### src/rtl/lcd_pkg.sv
// Shared constants, command classes and address stepping for the HD44780 bus monitor.
package lcd_pkg;

  typedef enum logic [1:0] {INIT8, HI, LO} lcd_state_e;

  typedef enum logic [3:0] {
    NOP, CLR, HOME, ENTRY, DISP, SHIFT, FUNC, CGRAM, DDRAM
  } cmd_e;

  localparam logic [7:0]   SPACE     = 8'h20;
  localparam logic [6:0]   ROW1_BASE = 7'h00;
  localparam logic [6:0]   ROW2_BASE = 7'h40;
  localparam logic [6:0]   ROW1_END  = 7'h27;
  localparam logic [6:0]   ROW2_END  = 7'h67;
  localparam int           ROW_CHARS = 16;
  localparam logic [127:0] BLANK_ROW = {ROW_CHARS{SPACE}};

  // The highest set bit of a command byte selects its class.
  function automatic cmd_e cmd_class(input logic [7:0] b);
    cmd_e c;
    if (b[7])      c = DDRAM;
    else if (b[6]) c = CGRAM;
    else if (b[5]) c = FUNC;
    else if (b[4]) c = SHIFT;
    else if (b[3]) c = DISP;
    else if (b[2]) c = ENTRY;
    else if (b[1]) c = HOME;
    else if (b[0]) c = CLR;
    else           c = NOP;
    return c;
  endfunction

  // DDRAM address walk: each line is 40 bytes; the two lines chain into a ring.
  function automatic logic [6:0] step_addr(input logic [6:0] a, input logic up);
    logic [6:0] n;
    if (up) begin
      if (a == ROW1_END)      n = ROW2_BASE;
      else if (a == ROW2_END) n = ROW1_BASE;
      else                    n = a + 7'd1;
    end else begin
      if (a == ROW2_BASE)      n = ROW1_END;
      else if (a == ROW1_BASE) n = ROW2_END;
      else                     n = a - 7'd1;
    end
    return n;
  endfunction

endpackage

### src/rtl/lcd_bus_sync.sv
// Two-flop synchronizer for the LCD bus plus E falling-edge detection.
module lcd_bus_sync (
  input  logic       clk,
  input  logic       reset_n,
  input  logic       e,
  input  logic       rs,
  input  logic       rw,
  input  logic [3:0] d,
  output logic       fall,
  output logic       rs_s,
  output logic       rw_s,
  output logic [3:0] d_s
);

  // Bus packed as {e, rs, rw, d} so all lines see identical delay.
  logic [6:0] s1, s2;
  logic       prev_e;

  always_ff @(posedge clk) begin
    if (!reset_n) begin
      s1     <= '0;
      s2     <= '0;
      prev_e <= 1'b0;
    end else begin
      s1     <= {e, rs, rw, d};
      s2     <= s1;
      prev_e <= s2[6];
    end
  end

  assign fall = ~s2[6] & prev_e;
  assign rs_s = s2[5];
  assign rw_s = s2[4];
  assign d_s  = s2[3:0];

endmodule

### src/rtl/lcd_bus_monitor.sv
// Decodes HD44780 4-bit bus writes and mirrors the two visible 16-char rows.
module lcd_bus_monitor
  import lcd_pkg::*;
(
  input  logic         clk,
  input  logic         reset_n,
  input  logic         LCD_E,
  input  logic         LCD_RS,
  input  logic         LCD_RW,
  input  logic [3:0]   LCD_D,
  output logic [127:0] row_A,
  output logic [127:0] row_B,
  output logic         disp_on,
  output logic         bus_4bit,
  output logic         byte_valid,
  output logic         byte_rs,
  output logic [7:0]   byte_data
);

  logic       fall, rs_s, rw_s;
  logic [3:0] d_s;

  lcd_bus_sync u_sync (
    .clk     (clk),
    .reset_n (reset_n),
    .e       (LCD_E),
    .rs      (LCD_RS),
    .rw      (LCD_RW),
    .d       (LCD_D),
    .fall    (fall),
    .rs_s    (rs_s),
    .rw_s    (rw_s),
    .d_s     (d_s)
  );

  lcd_state_e state, state_nx;
  logic [3:0] hi_q;
  logic [6:0] addr;
  logic       inc, cg;

  // Read strobes never advance the nibble phase.
  logic       stb;
  logic [7:0] byte_w;
  cmd_e       cls;

  assign stb    = fall & ~rw_s;
  assign byte_w = {hi_q, d_s};
  assign cls    = cmd_class(byte_w);

  always_ff @(posedge clk) begin
    if (!reset_n) state <= INIT8;
    else          state <= state_nx;
  end

  always_comb begin
    state_nx = state;
    if (stb) begin
      case (state)
        INIT8:   if (d_s == 4'h2) state_nx = HI;
        HI:      state_nx = LO;
        LO:      state_nx = (!rs_s && cls == FUNC && byte_w[4]) ? INIT8 : HI;
        default: state_nx = INIT8;
      endcase
    end
  end

  always_ff @(posedge clk) begin
    if (!reset_n) begin
      row_A      <= BLANK_ROW;
      row_B      <= BLANK_ROW;
      disp_on    <= 1'b0;
      bus_4bit   <= 1'b0;
      byte_valid <= 1'b0;
      byte_rs    <= 1'b0;
      byte_data  <= '0;
      hi_q       <= '0;
      addr       <= ROW1_BASE;
      inc        <= 1'b1;
      cg         <= 1'b0;
    end else begin
      byte_valid <= 1'b0;
      if (stb) begin
        case (state)
          INIT8: if (d_s == 4'h2) bus_4bit <= 1'b1;
          HI:    hi_q <= d_s;
          LO: begin
            byte_valid <= 1'b1;
            byte_rs    <= rs_s;
            byte_data  <= byte_w;
            if (!rs_s) begin
              case (cls)
                CLR: begin
                  row_A <= BLANK_ROW;
                  row_B <= BLANK_ROW;
                  addr  <= ROW1_BASE;
                  inc   <= 1'b1;
                end
                HOME:  addr    <= ROW1_BASE;
                ENTRY: inc     <= byte_w[1];
                DISP:  disp_on <= byte_w[2];
                SHIFT: if (!byte_w[3]) addr <= step_addr(addr, byte_w[2]);
                FUNC:  if (byte_w[4]) bus_4bit <= 1'b0;
                CGRAM: cg <= 1'b1;
                DDRAM: begin
                  addr <= byte_w[6:0];
                  cg   <= 1'b0;
                end
                default: ;
              endcase
            end else if (!cg) begin
              // Only the first 16 cells of each line are visible.
              if (addr[6:4] == 3'b000)
                row_A[(ROW_CHARS - 1 - int'(addr[3:0])) * 8 +: 8] <= byte_w;
              else if (addr[6:4] == 3'b100)
                row_B[(ROW_CHARS - 1 - int'(addr[3:0])) * 8 +: 8] <= byte_w;
              addr <= step_addr(addr, inc);
            end
          end
          default: ;
        endcase
      end
    end
  end

endmodule

### config.mk
export PLATFORM = sky130hd
export DESIGN_NAME = lcd_bus_monitor
export DESIGN_NICKNAME = d
export VERILOG_FILES = /design/src/rtl/lcd_pkg.sv /design/src/rtl/lcd_bus_sync.sv /design/src/rtl/lcd_bus_monitor.sv
export SDC_FILE = /design/constraint.sdc
export NUM_CORES = 1
export LEC_CHECK = 0
export CORE_MARGIN = 2
export CORE_UTILIZATION = 45
export DETAILED_ROUTE_END_ITERATION = 8
export PLACE_DENSITY = 0.75
export SLEW_MARGIN = 25
export SYNTH_ARGS = -nofsm -noshare
export SYNTH_HDL_FRONTEND = slang
export SYNTH_SLANG_ARGS = --single-unit
### constraint.sdc
create_clock -name clk -period 3.1 [get_ports clk]
set_input_delay 0.62 -clock clk [delete_from_list [all_inputs] [get_ports clk]]
set_output_delay 0.62 -clock clk [all_outputs]
set_load 0.05 [all_outputs]
==> reports/qor.yml, run 1 <==
status: "complete, no violations"
hold_end: "u_sync.s2[1]$_SDFF_PN0_"
p_leak_nw: 5.42
finalCritPeriodShare: 0.923
setup.worst_path.end_class: "flop"
vias: 10200
wl_um: 37000
cts_tree: "built"
wl_per_cell_um: 21.8
max_freq_mhz: 350
syn_area_mm2: 0.0111
async_reset_ff_frac: 0
grt_max_degree: 45
grt_pass1_wl_um: 56900
diodes: 0
ctsResizeCount: 0
place_ws_ns: 0.186
drv_cap: 0
cp-start-kind: "flop"
grt_pass1_vias: 9512
final_antenna_net_count: 0
min-delay-start: "u_sync.s1[1]$_SDFF_PN0_"
slew_viol_final: 0
critical_path.max_fanout: 10
rsz0062_at_grt: "no"
die_x_um: 161
synth_edf_count: 0
clk_latency_ns: 0.56
core_area_mm2: 0.0243
synth-seq-area-share: 0.535
setup_ws_ns: 0.240
syn_area_per_cell_um2: 10.3
cts_sinks: 298
io_pins: 277
r2r_slack_ns: 0.24
r2r_end: "row_A[124]$_SDFFE_PN0P_"
rows: 57
finClkSkew_ns: 0.0148
powerDensity_mw_per_mm2: 488
syn_inst: 1086
setup_viol: 0
holdBufCountCts: 0
cts_made_buffers: 30
cts_buffer_depth: 3
critPathKind: "reg -> reg"
tightest_slew_ns: 0.826
drc: 0
cts_root_buf: "clkbuf_16"
setup_tns_ns: 0
gr-total-overflow: 0
path_clk_slew_ns: 0.06
dr.first_iter.drc_count: 924
synth_ff_type: "dfxtp_1"
via_per_inst: 6.00
post_cts_buffers: 0
dieArea_mm2: 0.0260
place_congestion: 0.961
gr-usage-all-layers: 0.274
r2r_start: "addr[1]$_SDFFE_PN0P_"
drt_first_pass_iters: 8
synth-seq-cells: 298
relSlewSlack: 0.442
crit_arrival_ns: 3.36
r2r_cells: 7
hold_path.class: "reg -> reg"
holdPathStages: 1
dp_hpwl_um: 25800
post-route-min-period_ns: 2.86
area_growth_pct: 37.3
portBuffers: 276
start_util: 0.458
layout-drive-gt1-share: 0.0879
layout.nets: 1369
syn_nets: 1098
required_ns: 3.60
yosysWarnings: 0
vdd_drop_max_v: 0.000396
fp.dieH_um: 161
antenna_found_initial: 0
yosysUniqueCellTypes: 72
hold_viol_final: 0
htreeDepth: 1
## metrics by stage
stage | power, W | hold slack, ns | utilization | cells | area, um^2
after CTS | 0.00749 | 0.432 | 0.629 | 1699 | 15300
final | 0.00746 | 0.422 | 0.629 | 1700 | 15300
after floorplan | 0.00406 | 0.412 | - | 1086 | 11100
after global placement | 0.00414 | 0.417 | 0.591 | 1648 | 14400
after detailed placement | 0.00414 | 0.423 | 0.591 | 1648 | 14400
after global routing | 0.00766 | 0.438 | 0.629 | 1700 | 15300
## placed cells by master, fill, tap and decap left out, types with 5 or more instances in the layout
cell,n
a211oi_1,32
a21oi_1,62
a22o_1,109
a31oi_1,33
a32o_1,76
and2_1,28
and3_1,9
buf_4,48
clkbuf_1,9
clkbuf_16,30
clkbuf_8,7
clkdlybuf4s50_1,275
dfxtp_1,297
inv_1,6
mux2i_1,25
nand2_1,96
nand2b_1,6
nand3_1,28
nand4_1,5
nor2_1,44
nor2b_1,5
nor3_1,11
o21ai_0,26
o2bb2ai_1,12
## report_power, final
part / switching (W) / leakage, nW / internal (W)
sequential: 0.0000100 / 2.40 / 0.00384
combinational: 0.000156 / 2.56 / 0.0000522
clock: 0.00146 / 0.453 / 0.00194
total: 0.00163 / 5.42 / 0.00583
## layer usage
metal	share of wire	up-vias	GRT usage
met2	0.45	521	0.435
met3	0.10	70	0.0683
met4	0.026	0	0.0755
li1	-	4669	-
met1	0.42	4933	0.374
met5	0	-	0
## critical path: stages (launching register included)
cell,delay (ns)
dfxtp_1,0.49
ha_2,0.39
and3b_1,0.28
o21ai_0,0.21
nor4_1,0.50
nor3b_1,0.44
and2_1,0.31
a22o_1,0.18
## state kept, by name (all words and copies together), names as in the netlist, 2 cells and up
signal	flops
row_B	128
row_A	128
byte_data	8
u_sync.s2	7
addr	7
u_sync.s1	7
state	2
hi_q	4
## cell type report
cell class | count | area (um^2)
repair buffers | 327 | 3180
multi-input cells | 692 | 4800
flip-flops and latches | 298 | 5970
clock inverters | 5 | 40.0
clock buffers | 46 | 881
fillers | 2001 | 9020
well taps | 324 | 405
inverters | 8 | 30.0
## worst max-delay path by stage
stage / start / endpoint / slack (ns) / cells after the start
6_report: addr[1]$_SDFFE_PN0P_ / row_A[124]$_SDFFE_PN0P_ / 0.24 / 7
5_1_grt: addr[0]$_SDFFE_PN0P_ / row_A[124]$_SDFFE_PN0P_ / 0.04 / 8
4_1_cts: addr[1]$_SDFFE_PN0P_ / row_A[58]$_SDFFE_PN0P_ / 0.16 / 6
3_5_place_dp: addr[1]$_SDFFE_PN0P_ / row_A[60]$_SDFFE_PN0P_ / 0.19 / 6
3_3_place_gp: addr[1]$_SDFFE_PN0P_ / row_A[62]$_SDFFE_PN0P_ / 0.23 / 6
2_1_floorplan: addr[0]$_SDFFE_PN0P_ / row_B[40]$_SDFFE_PN0P_ / 0.56 / 9
## Yosys cell counts (all sizes together) (9+ instances only)
cell type	count	area, um^2
nand2	97	367
dfxtp	298	5970
a32o	76	761
o21ai	29	145
a211oi	33	253
o2bb2ai	12	105
buf	23	118
a31oi	33	206
nand3	28	140
clkbuf	65	245
a21oi	63	327
mux2i	25	250
and3	9	56.3
and2	28	175
a22o	109	955
nor3	13	75.1
nor2	48	190
## kinds of logic (layout without fill, tap and decap cells)
| family | count (synthesis) | after routing | share of synthesized area |
|---|---|---|---|
| multiplexers | 28 | 28 | 0.0255 |
| flip-flops | 298 | 298 | 0.535 |
| adder cells (fa/ha/maj) | 3 | 3 | 0.00337 |
| XOR/XNOR | 5 | 5 | 0.00460 |
| AND/OR/NAND/NOR | 270 | 270 | 0.124 |
| buffers and inverters | 96 | 386 | 0.0353 |
| AO/OA/AOI/OAI | 386 | 386 | 0.272 |
Power figures use the tool's default switching activity.
==> inputs of run 2 (changes only) <==
--- a/config.mk
+++ b/config.mk
@@ -5,10 +5,13 @@
 export SDC_FILE = /design/constraint.sdc
 export NUM_CORES = 1
 export LEC_CHECK = 0
+export CELL_PAD_IN_SITES_DETAIL_PLACEMENT = 1
+export CELL_PAD_IN_SITES_GLOBAL_PLACEMENT = 1
 export CORE_MARGIN = 2
-export CORE_UTILIZATION = 45
+export CORE_UTILIZATION = 38
 export DETAILED_ROUTE_END_ITERATION = 8
-export PLACE_DENSITY = 0.75
+export GPL_TIMING_DRIVEN = 0
+export PLACE_DENSITY = 0.81
 export SLEW_MARGIN = 25
 export SYNTH_ARGS = -nofsm -noshare
 export SYNTH_HDL_FRONTEND = slang
==> reports/qor.yml, run 2 (synthesis results as in run 1) <==
start_util: 0.387  # -0.0710
holdWs_ns: 0.432  # +0.0102 ns
powerDensity_mw_per_mm2: 506  # +3.7%
rows: 62  # +8.8%
tightest_slew_ns: 0.900  # +0.0739 ns
cts_tree: "built"
drv_cap: 0  # unchanged
required_ns: 3.48  # -0.12 ns
final_cell_mix: "298 x dfxtp_1, 276 x clkdlybuf4s50_1, 109 x a22o_1, 94 x nand2_1, 76 x a32o_1"
grt_pass1_wl_um: 68300  # +20%
dp_hpwl_um: 32000  # +24%
vdd_drop_max_v: 0.000510  # +29%
layout-drive-gt1-share: 0.0908  # +0.00291
stdcell_area_mm2: 0.0157  # +2.3%
setup.worst_path.end_class: "flop"
die_x_um: 175  # +8.6%
post-route-min-period_ns: 2.97  # +0.115 ns
antenna_found_initial: 1  # +1
wl_per_cell_um: 25.1  # +15%
post-route-util: 0.544  # -0.0851
cp-start-kind: "flop"
max_freq_mhz: 336  # -3.9%
slew_viol_final: 0  # unchanged
area_growth_pct: 40.5
hold_viol_final: 0  # unchanged
path_cells: "clkbuf_4, inv_1, ha_2, clkbuf_4, buf_2, nand4_1, nand2_2, a21oi_1, a22o_1"
finalCritPeriodShare: 0.960  # +0.0371
dr.first_iter.drc_count: 752  # -19%
io_pins: 277  # unchanged
p_leak_nw: 5.44  # +0.38%
via_per_inst: 5.97  # -0.46%
htreeDepth: 2  # +1
cts_sinks: 298  # unchanged
wl_um: 45300  # +22%
dieArea_mm2: 0.0307  # +18%
grt_max_degree: 13  # -71%
critical_path.max_fanout: 10  # unchanged
place_congestion: 0.887  # -7.7%
cts_buffer_depth: 3  # unchanged
drc: 0  # unchanged
layout.nets: 1410  # +3.0%
status: "complete, no violations"
crit_family: "buffers and inverters"
crit_arrival_ns: 3.36  # about the same
cts_root_buf: "clkbuf_16"
largest_registers: "row_A x128, row_B x128, byte_data x8"
gr-total-overflow: 0  # unchanged
final_antenna_net_count: 0  # unchanged
final_common_cell: "dfxtp_1"
placed_cell_area_mm2: 0.0144  # +0.27%
hold_path.class: "reg -> reg"
drt_first_pass_iters: 5  # -3
path_buf_inv: 4  # +4
rsz0062_at_grt: "no"
vias: 10800  # +5.6%
path_clk_slew_ns: 0.06  # about the same
diodes: 0  # unchanged
cts_made_buffers: 34  # +13%
gr-usage-all-layers: 0.288  # +0.0131
clk_latency_ns: 0.51  # -0.05 ns
fp.dieH_um: 175  # +8.6%
core_area_mm2: 0.0288  # +18%
portBuffers: 276  # unchanged
critPathKind: "reg -> reg"
critPathSlowestCell: "dfxtp_1"
setup_viol: 0  # unchanged
crit_top_cell: "clkbuf_4"
relSlewSlack: 0.400  # -0.0420
critical-path-max-stage-delay_ns: 0.46  # -0.04 ns
finClkSkew_ns: 0.0219  # +0.00712 ns
grt_pass1_vias: 11000  # +16%
## run 2: cell types whose count changed in the layout (fill, tap and decap cells not counted), sizes merged
cell / delta
clkbuf: +68
buf: -27
clkdlybuf4s50: +1
clkinv: +1
inv: +1
## run 2: final timing paths
| path | startpoint | end | cells past startpoint | slack (ns) |
|---|---|---|---|---|
| setup / recovery | addr[0]$_SDFFE_PN0P_ | row_A[40]$_SDFFE_PN0P_ | 9 | 0.13 |
| hold / removal | u_sync.s1[1]$_SDFF_PN0_ | u_sync.s2[1]$_SDFF_PN0_ | 1 | 0.43 |
| setup reg to reg | addr[0]$_SDFFE_PN0P_ | row_A[40]$_SDFFE_PN0P_ | 9 | 0.13 |
| hold reg to reg | u_sync.s1[1]$_SDFF_PN0_ | u_sync.s2[1]$_SDFF_PN0_ | 1 | 0.43 |
## run 2: per-stage QoR
step	setup slack (ns)	total power, W	TNS (ns)	std cells
global route	0.00673	0.00812	0	1804
floorplan	0.555	0.00406	0	1086
detailed placement	-0.527	0.00416	-38.65	1746
CTS	-0.0130	0.00793	-0.0236	1802
global placement	-0.396	0.00415	-25.80	1746
finish	0.125	0.00792	0	1804
## run 2: cell type report
cell class / count / area, um^2
plain buffers: 86 / 367
repair buffers: 278 / 2780
clock buffers: 51 / 1010
clock inverters: 7 / 42.5
fillers: 3083 / 13100
inverters: 8 / 30.0
multi-input cells: 692 / 4990
flip-flops and latches: 298 / 5970
well taps: 384 / 480
## run 2: layer usage
layer / GRT usage / vias up / routed length [um]
met1: 0.343 / 5387 / 17700
met5: 0 / - / 0
met4: 0.126 / 0 / 2200
met3: 0.0942 / 125 / 4410
met2: 0.472 / 494 / 20900
li1: - / 4761 / -
## run 2: timing repair
item / 4_1_cts / 5_1_grt
pin swaps: 1 / 1
resized for setup: 19 / 27
hold buffers: 0 / 0
setup buffers: 0 / 2
setup endpoints to repair: 212 / 193
## run 2: report_power, final
group | leakage, nW | internal, W | switching, W
registers | 2.40 | 0.00384 | 0.00000587
logic | 2.51 | 0.0000523 | 0.000189
clock network | 0.520 | 0.00224 | 0.00159
total | 5.44 | 0.00613 | 0.00179
==> inputs of run 3 (changes only) <==
--- a/config.mk
+++ b/config.mk
@@ -12,6 +12,7 @@
 export DETAILED_ROUTE_END_ITERATION = 8
 export GPL_TIMING_DRIVEN = 0
 export PLACE_DENSITY = 0.81
+export REMOVE_ABC_BUFFERS = 1
 export SLEW_MARGIN = 25
 export SYNTH_ARGS = -nofsm -noshare
 export SYNTH_HDL_FRONTEND = slang
==> reports/qor.yml, run 3 (synthesis results as in run 1) <==
path_clk_slew_ns: 0.07  # about the same
cts_buffer_depth: 3  # unchanged
critPathSlowestCell: "dfxtp_1"
cts_made_buffers: 31  # -8.8%
tightest_slew_ns: 0.959  # +0.0593 ns
seqCellArea_mm2: 0.00598  # +0.31%
setup_tns_ns: 0  # unchanged
layout.nets: 1340  # -5.0%
clkPwrFrac: 0.491  # +0.007
hold_viol_final: 0  # unchanged
gr-usage-all-layers: 0.261  # -0.0270
hold_path.class: "in -> reg"
max_freq_mhz: 339  # +0.86%
setup_ws_ns: 0.151  # +0.0255 ns
post-route-min-period_ns: 2.95  # -0.0255 ns
required_ns: 3.54  # +0.06 ns
rsz0062_at_grt: "no"
status: "complete, no violations"
final_cell_mix: "289 x dfxtp_1, 275 x clkdlybuf4s50_1, 109 x a22o_1, 96 x nand2_1, 76 x a32o_1"
portBuffers: 276  # unchanged
area_growth_pct: 40.6  # about the same
die_x_um: 175  # unchanged
multiInputGateArea_mm2: 0.00499  # about the same
dp_hpwl_um: 27200  # -15%
vdd_drop_max_v: 0.000345  # -32%
clk_latency_ns: 0.58  # +0.07 ns
p_leak_nw: 5.40  # -0.60%
power_w: 0.00799  # +0.90%
dr.first_iter.drc_count: 656  # -13%
r2r_slack_ns: 0.15  # +0.03 ns
wl_per_cell_um: 23.9  # -4.7%
grt_max_degree: 64  # +51
htreeDepth: 1  # -1
largest_registers: "row_A x128, row_B x128, byte_data x8"
wl_um: 41500  # -8.3%
holdWs_ns: 0.319  # -0.113 ns
internal-power_w: 0.00625  # +1.9%
drt_first_pass_iters: 5  # unchanged
rows: 62  # unchanged
cp-start-kind: "flop"
finalCritPeriodShare: 0.951  # -0.00822
final_common_cell: "dfxtp_1"
power_switching_w: 0.00174  # -2.7%
place_ws_ns: -0.624  # -0.0966 ns
path_cells: "ha_2, xor2_4, nand2_1, o21ai_1, a21oi_1, a32o_1"
drc: 0  # unchanged
diodes: 0  # unchanged
slew_viol_final: 0  # unchanged
finClkSkew_ns: 0.0284  # +0.00652 ns
crit_arrival_ns: 3.39  # +0.03 ns
via_per_inst: 5.95  # -0.37%
setup.worst_path.end_class: "flop"
final_antenna_net_count: 0  # unchanged
cts_tree: "built"
holdBufCountCts: 0  # unchanged
start_util: 0.387  # unchanged
critPathKind: "reg -> reg"
p_sw_frac: 0.218  # -0.00799
core_area_mm2: 0.0288  # unchanged
pwr-share-seq: 0.483  # -0.003
cts_root_buf: "clkbuf_16"
vias: 10300  # -4.1%
powerDensity_mw_per_mm2: 510  # +0.84%
antenna_found_initial: 0  # -1
place_congestion: 0.856  # -3.5%
drv_cap: 0  # unchanged
fp.dieH_um: 175  # unchanged
cts_sinks: 298  # unchanged
io_pins: 277  # unchanged
relSlewSlack: 0.352  # -0.0479
setup_viol: 0  # unchanged
stdcell_area_mm2: 0.0157  # about the same
grt_pass1_wl_um: 63500  # -7.1%
p_comb_frac: 0.026  # -0.004
nFillCells: 3021  # -2.0%
dieArea_mm2: 0.0307  # unchanged
critical-path-max-stage-delay_ns: 0.51  # +0.05 ns
layout-drive-gt1-share: 0.101  # +0.0105
grt_pass1_vias: 10600  # -4.1%
critical_path.max_fanout: 12  # +2
placed_cell_area_mm2: 0.0143  # -0.56%
gr-total-overflow: 0  # unchanged
-- run 3: cell count changes in the layout (fill, tap and decap cells not counted), sizes merged --
cell,delta
clkbuf,-68
buf,-4
bufinv,+4
clkinvlp,+2
clkdlybuf4s50,-1
clkinv,-1
-- run 3: what timing repair did --
| item | CTS | global route |
|---|---|---|
| hold endpoints to repair | 0 | 0 |
| setup buffers | 1 | 3 |
| endpoints found under the setup margin | 227 | 204 |
| cloned | 0 | 0 |
| pin swaps | 0 | 3 |
| gates resized for setup | 16 | 25 |
-- run 3: metrics by stage --
| step | instances | util |
|---|---|---|
| after floorplan | 998 | - |
| after global placement | 1658 | 0.487 |
| after detailed placement | 1674 | 0.498 |
| after CTS | 1732 | 0.538 |
| after global routing | 1736 | 0.544 |
| final | 1736 | 0.544 |
-- run 3: final cells by class --
| class | instances | area share |
|---|---|---|
| Clock buffer | 45 | 0.0580 |
| Clock inverter | 12 | 0.0110 |
| Inverter | 8 | 0.00208 |
| Multi-Input combinational cell | 692 | 0.319 |
| Sequential cell | 298 | 0.382 |
| Tap cell | 384 | 0.0307 |
| Timing Repair Buffer | 297 | 0.198 |
-- run 3: worst max-delay path, delay by kind of cell, from the launching register on --
kind                     cells  cell delay (ns)
XOR/XNOR                     1             0.43
adder cells (fa/ha/maj)      1             0.47
AND/OR/NAND/NOR              1             0.21
flip-flops                   1             0.51
AO/OA/AOI/OAI                3             1.18
-- run 3: worst paths after layout --
| check | startpoint | to | cells after the start |
|---|---|---|---|
| hold reg to reg | u_sync.s1[5]$_SDFF_PN0_ | u_sync.s2[5]$_SDFF_PN0_ | 1 |
| setup reg to reg | addr[1]$_SDFFE_PN0P_ | row_A[19]$_SDFFE_PN0P_ | 6 |
| setup / recovery | addr[1]$_SDFFE_PN0P_ | row_A[19]$_SDFFE_PN0P_ | 6 |
| hold / removal | reset_n | u_sync.s1[4]$_SDFF_PN0_ | 2 |
-- run 3: metal layers --
metal,routed length (um),GRT usage,vias up
met5,0,0,-
met4,1180,0.0833,0
met3,3350,0.0666,78
met2,20300,0.447,387
met1,16700,0.319,5243
li1,-,-,4615
-- run 3: power by group through the flow --
| stage | logic, W | clock network [W] | registers, W |
|---|---|---|---|
| finish | 0.000207 | 0.00392 | 0.00386 |
| global route | 0.000225 | 0.00413 | 0.00386 |
| CTS | 0.000201 | 0.00398 | 0.00386 |
| detailed placement | 0.000196 | 0 | 0.00395 |
| global placement | 0.000170 | 0 | 0.00396 |
| floorplan | 0.0000997 | 0 | 0.00395 |
